--- config.mk ---
export PLATFORM = sky130hd
export DESIGN_NAME = ones_frame_accumulator
export DESIGN_NICKNAME = d
export VERILOG_FILES = /design/src/rtl/ones_frame_accumulator_pkg.sv /design/src/rtl/ones_frame_accumulator_sat_adder.sv /design/src/rtl/ones_frame_accumulator.sv
export SDC_FILE = /design/constraint.sdc
export NUM_CORES = 1
export LEC_CHECK = 0
export ABC_CLOCK_PERIOD_IN_PS = 3300
export CAP_MARGIN = 10
export CORE_ASPECT_RATIO = 1.5
export CORE_MARGIN = 3
export CORE_UTILIZATION = 54
export CTS_BUF_LIST = sky130_fd_sc_hd__clkbuf_16
export CTS_CLUSTER_DIAMETER = 150
export DETAILED_ROUTE_END_ITERATION = 6
export PLACE_DENSITY = 0.79
export SYNTH_ARGS = -nofsm -noshare
export SYNTH_HDL_FRONTEND = slang
export SYNTH_HIERARCHICAL = 1
export SYNTH_SLANG_ARGS = --single-unit
--- constraint.sdc ---
create_clock -name clk_i -period 3.3 [get_ports clk_i]
set_input_delay 0.825 -clock clk_i [delete_from_list [all_inputs] [get_ports clk_i]]
set_output_delay 0.825 -clock clk_i [all_outputs]
set_load 0.005 [all_outputs]
--- src/rtl/ones_frame_accumulator_pkg.sv ---
// Shared types and constants for the per-frame ones-count accumulator and
// related statistics stages.
package ones_frame_accumulator_pkg;

    typedef enum logic {
        StAccum = 1'b0,
        StHold  = 1'b1
    } acc_state_e;

    // Largest per-byte ones count that a legal popcount can produce.
    localparam logic [3:0] MaxCount = 4'd8;

    localparam int unsigned DefaultTotalW = 12;
    localparam int unsigned DefaultBytesW = 9;

endpackage

--- src/rtl/ones_frame_accumulator_sat_adder.sv ---
// Saturating accumulator adder: acc + 4-bit addend, clamped to all-ones with
// an overflow flag raised whenever the true sum does not fit.
module ones_frame_accumulator_sat_adder #(
    parameter int unsigned Width = 12
) (
    input  logic [Width-1:0] acc_i,
    input  logic [3:0]       addend_i,
    output logic [Width-1:0] sum_o,
    output logic             ovf_o
);

    logic [Width:0] sum_full;

    // One extra bit catches the carry-out; requires Width >= 4.
    always_comb begin
        sum_full = {1'b0, acc_i} + {{(Width - 3){1'b0}}, addend_i};
        ovf_o    = sum_full[Width];
        sum_o    = sum_full[Width] ? {Width{1'b1}} : sum_full[Width-1:0];
    end

endmodule

--- src/rtl/ones_frame_accumulator.sv ---
// Accumulates per-byte ones counts into per-frame totals and presents one
// frame result at a time on a valid/ready output.
module ones_frame_accumulator
    import ones_frame_accumulator_pkg::*;
#(
    parameter int unsigned TOTAL_W   = DefaultTotalW,
    parameter int unsigned MAX_BYTES = 256,
    parameter int unsigned BYTES_W   = DefaultBytesW
) (
    input  logic               clk_i,
    input  logic               rst_i,
    input  logic               in_valid_i,
    output logic               in_ready_o,
    input  logic [3:0]         in_count_i,
    input  logic               in_last_i,
    output logic               out_valid_o,
    input  logic               out_ready_i,
    output logic [TOTAL_W-1:0] out_total_o,
    output logic [BYTES_W-1:0] out_bytes_o,
    output logic               out_overflow_o,
    output logic               out_bad_o,
    output logic               out_trunc_o,
    output logic               out_parity_o
);

    localparam logic [BYTES_W-1:0] MaxBytesC = BYTES_W'(MAX_BYTES);

    acc_state_e state_q, state_d;

    logic [TOTAL_W-1:0] acc_total_q;
    logic [BYTES_W-1:0] acc_bytes_q;
    logic               acc_ovf_q;
    logic               acc_bad_q;

    logic [TOTAL_W-1:0] out_total_q;
    logic [BYTES_W-1:0] out_bytes_q;
    logic               out_overflow_q;
    logic               out_bad_q;
    logic               out_trunc_q;
    logic               out_parity_q;

    logic               beat;
    logic               count_bad;
    logic [3:0]         eff_count;
    logic [TOTAL_W-1:0] new_total;
    logic               add_ovf;
    logic [BYTES_W-1:0] new_bytes;
    logic               close;

    always_comb begin
        beat      = in_valid_i & in_ready_o;
        count_bad = in_count_i > MaxCount;
        eff_count = count_bad ? MaxCount : in_count_i;
        new_bytes = acc_bytes_q + BYTES_W'(1);
        close     = beat & (in_last_i | (new_bytes == MaxBytesC));
    end

    ones_frame_accumulator_sat_adder #(
        .Width (TOTAL_W)
    ) u_sat_adder (
        .acc_i    (acc_total_q),
        .addend_i (eff_count),
        .sum_o    (new_total),
        .ovf_o    (add_ovf)
    );

    always_ff @(posedge clk_i or posedge rst_i) begin
        if (rst_i) begin
            state_q <= StAccum;
        end else begin
            state_q <= state_d;
        end
    end

    always_comb begin
        state_d = state_q;
        unique case (state_q)
            StAccum: if (close) state_d = StHold;
            StHold:  if (out_ready_i) state_d = StAccum;
        endcase
    end

    // Handshake outputs depend only on registered state: no in_valid -> in_ready path.
    always_comb begin
        in_ready_o  = (state_q == StAccum);
        out_valid_o = (state_q == StHold);
    end

    always_ff @(posedge clk_i or posedge rst_i) begin
        if (rst_i) begin
            acc_total_q <= '0;
            acc_bytes_q <= '0;
            acc_ovf_q   <= 1'b0;
            acc_bad_q   <= 1'b0;
        end else if (beat) begin
            if (close) begin
                acc_total_q <= '0;
                acc_bytes_q <= '0;
                acc_ovf_q   <= 1'b0;
                acc_bad_q   <= 1'b0;
            end else begin
                acc_total_q <= new_total;
                acc_bytes_q <= new_bytes;
                acc_ovf_q   <= acc_ovf_q | add_ovf;
                acc_bad_q   <= acc_bad_q | count_bad;
            end
        end
    end

    always_ff @(posedge clk_i or posedge rst_i) begin
        if (rst_i) begin
            out_total_q    <= '0;
            out_bytes_q    <= '0;
            out_overflow_q <= 1'b0;
            out_bad_q      <= 1'b0;
            out_trunc_q    <= 1'b0;
            out_parity_q   <= 1'b0;
        end else if (close) begin
            out_total_q    <= new_total;
            out_bytes_q    <= new_bytes;
            out_overflow_q <= acc_ovf_q | add_ovf;
            out_bad_q      <= acc_bad_q | count_bad;
            out_trunc_q    <= ~in_last_i;
            out_parity_q   <= new_total[0];
        end
    end

    assign out_total_o    = out_total_q;
    assign out_bytes_o    = out_bytes_q;
    assign out_overflow_o = out_overflow_q;
    assign out_bad_o      = out_bad_q;
    assign out_trunc_o    = out_trunc_q;
    assign out_parity_o   = out_parity_q;

endmodule
==> key figures <==
Route
  – Pre-antenna DRT Iters: 4
  – Vias per cell: 5.97
  – # DRC: 0
  – WL final: 4950 um
  – DRT iter0 DRCs: 57
  – Avg WL per Cell: 16.1 um
  – Vias: 1838
  – DRT antenna net count: 0

Placement
  – Placed Instance Area: 2940 um^2
  – Detailed placement HPWL: 3640 um
  – Placer congestion estimate: 0.870
  – I/O Buffers: 35

Worst setup path
  – Crit start category: primary input
  – Cell class contributing the biggest share of worst-path delay: compound AO/OA/AOI/OAI gates
  – Crit Reg-Reg Startpoint: acc_bytes_q[0]
  – CP Class: primary input to flip-flop
  – Crit path from: in_count_i[0]
  – CP peak stage delay: 0.41 ns
  – Crit end category: flip-flop
  – Crit path DAT: 3.23 ns
  – CP cell instances: clkdlybuf4s50_1, nor2b_1, ha_1, fa_1, a211oi_1, o21bai_1, o21ai_0, mux2_2, mux2_1
  – Crit path max fanout: 5
  – Critical Path Slowest Stage Cell: clkdlybuf4s50_1
  – Bufs and invs on worst path: 1
  – Data required, critical path: 3.46 ns

Die
  – Row count: 29
  – Core Region: 4350 um^2
  – Initial Util: 57.4%
  – I/O pins: 36
  – Die area: 5500 um^2
  – Die span in y: 89.4 um
  – Die Wd: 61.6 um

Power
  – Internal power: 1.18 mW
  – Leakage power: 1.41 nW
  – Clock network power share: 28.5%
  – Net switching power: 414 uW
  – Max rail drop VDD: 406 uV
  – Seq pwr share: 46.8%
  – Total Power: 1.60 mW
  – Comb pwr share: 24.8%
  – Power density over cell area: 520 nW/um^2
  – Switching Fraction: 25.9%

Clock tree
  – CTS tree: done
  – Root Driver: clkbuf_16
  – Max clock buf depth: 2
  – Clock-pin slew on the worst setup and hold paths: 0.06 ns
  – Post-CTS setup buffer count: 0
  – Clk_lat worst skew: 0.28 ns
  – Clk sinks: 48
  – Num CTS Buffers: 5
  – Post-CTS sizing: 0
  – Post-CTS Hold Fix Bufs: 0
  – Max H-tree Level: 2

Synth
  – Synth area leaders: dfrtp_1, mux2_2, a22o_1
  – Synth top area share: 48.0%
  – Ys flop type: dfrtp_1
  – Post-Synthesis Mean Instance Area: 11.3 um^2
  – Syn nets: 236
  – Yosys top cell by area: dfrtp_1
  – Synth warnings: 6
  – Most frequent cell after synthesis: dfrtp_1
  – Syn Std Cell Area: 2500 um^2
  – Synth Instances: 221
  – Post-synth cell types: 47
  – Ys async rst share: 100%
  – Yosys reg bits: 48
  – Number of flops mapped to enable cells by yosys: 0
  – Register area share after synthesis: 48.0%
  – Synth cell count leaders: dfrtp_1, mux2_2, a22o_1, nor2_1, nand2_1

Cells and area
  – Fillcell total: 341
  – Layout cells sized above 1: 18.7%
  – Area Growth Syn to Fin: 22.7%
  – Fin area: 3070 um^2
  – Ant. Diodes: 0
  – Nets: 279
  – Final core occ: 70.5%

Global routing
  – Vias in the first global route: 1795
  – Total GRT Usage: 19.7%
  – First-pass GRT wire length: 7980 um
  – Residual overflow from global routing: 0
  – Initial antenna violation count: 0
  – Pin count of the biggest net entering global routing: 29

STA
  – RSZ-0062 raised after global routing: no
  – Max Freq: 0.326 GHz
  – Setup violators final: 0
  – Fin crit share: 93.1%
  – Final Hold Fails: 0
  – Max-Slew Margin vs Limit: 71.9%
  – Fin. max-slew vios: 0
  – Fin Clk Skew: 0.00500 ns
  – Worst-Margin Slew: 0.421 ns
  – Min Clock Period, post-route: 3.07 ns

Hold path
  – Hold path start: out_total_o[5]
  – Worst hold-check path type: flip-flop to flip-flop

Job
  – Max Cap Violations: 0

Outcome
  – Status: completed
-- worst reg2reg max path, stage by stage, from the launching register on --
cell     delay, ns
dfrtp_1       0.41
ha_1          0.29
nand4_1       0.12
or4b_1        0.60
a31oi_4       0.37
buf_12        0.22
mux2_2        0.36
-- final cells by class --
type / instances / area, um^2 / area share (%)
sequential: 48 / 1200 / 39.1
multi-input combinational: 152 / 1190 / 38.7
timing repair buffer: 49 / 468 / 15.2
clock buffer: 5 / 125 / 4.08
tap: 46 / 57.6 / 1.88
inverter: 8 / 30.0 / 0.978
-- metal layers --
metal,GRT usage [%],part of all wire [%]
met1,21.8,40
met5,0,0
met2,35.4,56
met4,7.34,1.3
met3,4.48,2.4
-- power by group through the flow --
stage	Combinational (mW)	Sequential (mW)	Clock, mW
2_1_floorplan	0.228	0.740	0
3_3_place_gp	0.389	0.752	0
3_5_place_dp	0.398	0.758	0
4_1_cts	0.399	0.749	0.465
5_1_grt	0.437	0.760	0.492
6_report	0.395	0.747	0.454
-- registers in the layout, indices dropped and copies added (netlist names) --
name            flops
out_trunc_o         1
acc_ovf_q           1
out_valid_o         1
out_overflow_o      1
acc_bytes_q         9
out_total_o        12
acc_bad_q           1
out_bad_o           1
out_bytes_o         9
acc_total_q        12
-- per-stage QoR --
step	instances	hold slack (ns)	setup TNS, ns	worst slack [ns]
floorplan	221	0.463	0	0.415
global route	308	0.507	0	0.0449
CTS	308	0.487	0	0.236
global placement	303	0.468	-0.0322	-0.0161
finish	308	0.483	0	0.228
detailed placement	303	0.474	-0.277	-0.0756
-- placed cells by master (no fill, tap or decap), drive strengths merged, types with 2 or more instances in the layout --
master / Yosys / layout
a31oi: 3 / 3
mux2i: 2 / 2
nand4: 8 / 8
nor2: 14 / 14
dfrtp: 48 / 48
o21bai: 3 / 3
nor2b: 5 / 5
a2bb2oi: 2 / 2
nand2b: 6 / 6
clkbuf: 4 / 5
nor4: 2 / 2
o21ai: 6 / 6
a211oi: 3 / 3
a22o: 14 / 14
or2: 2 / 2
nor3: 2 / 2
xnor2: 7 / 7
inv: 8 / 8
o31ai: 2 / 2
clkdlybuf4s50: 0 / 35
buf: 9 / 14
nand2: 11 / 11
a221o: 2 / 2
and3: 3 / 3
nand3: 7 / 7
ha: 5 / 5
xor2: 3 / 3
a21oi: 4 / 4
mux2: 26 / 26
-- cells by family after synthesis --
group | synth area share [%]
XOR/XNOR | 3.50
AO/OA/AOI/OAI | 13.6
flip-flops | 48.0
multiplexers | 12.5
AND/OR/NAND/NOR | 14.6
buffers and inverters | 4.50
adder cells (fa/ha/maj) | 3.30
-- path summary, 6_finish.rpt --
path,endpoint,slack [ns],cells after the start
worst min register to register,out_total_o[5],0.48,1
min in group asynchronous,out_bytes_o[0],0.86,2
max in group asynchronous,out_total_o[0],1.74,3
worst max-delay path,out_total_o[5],0.23,9
worst max register to register,out_total_o[11],0.80,6
worst min-delay path,out_total_o[5],0.48,1
Note: power is estimated with default switching activity, not from simulation.
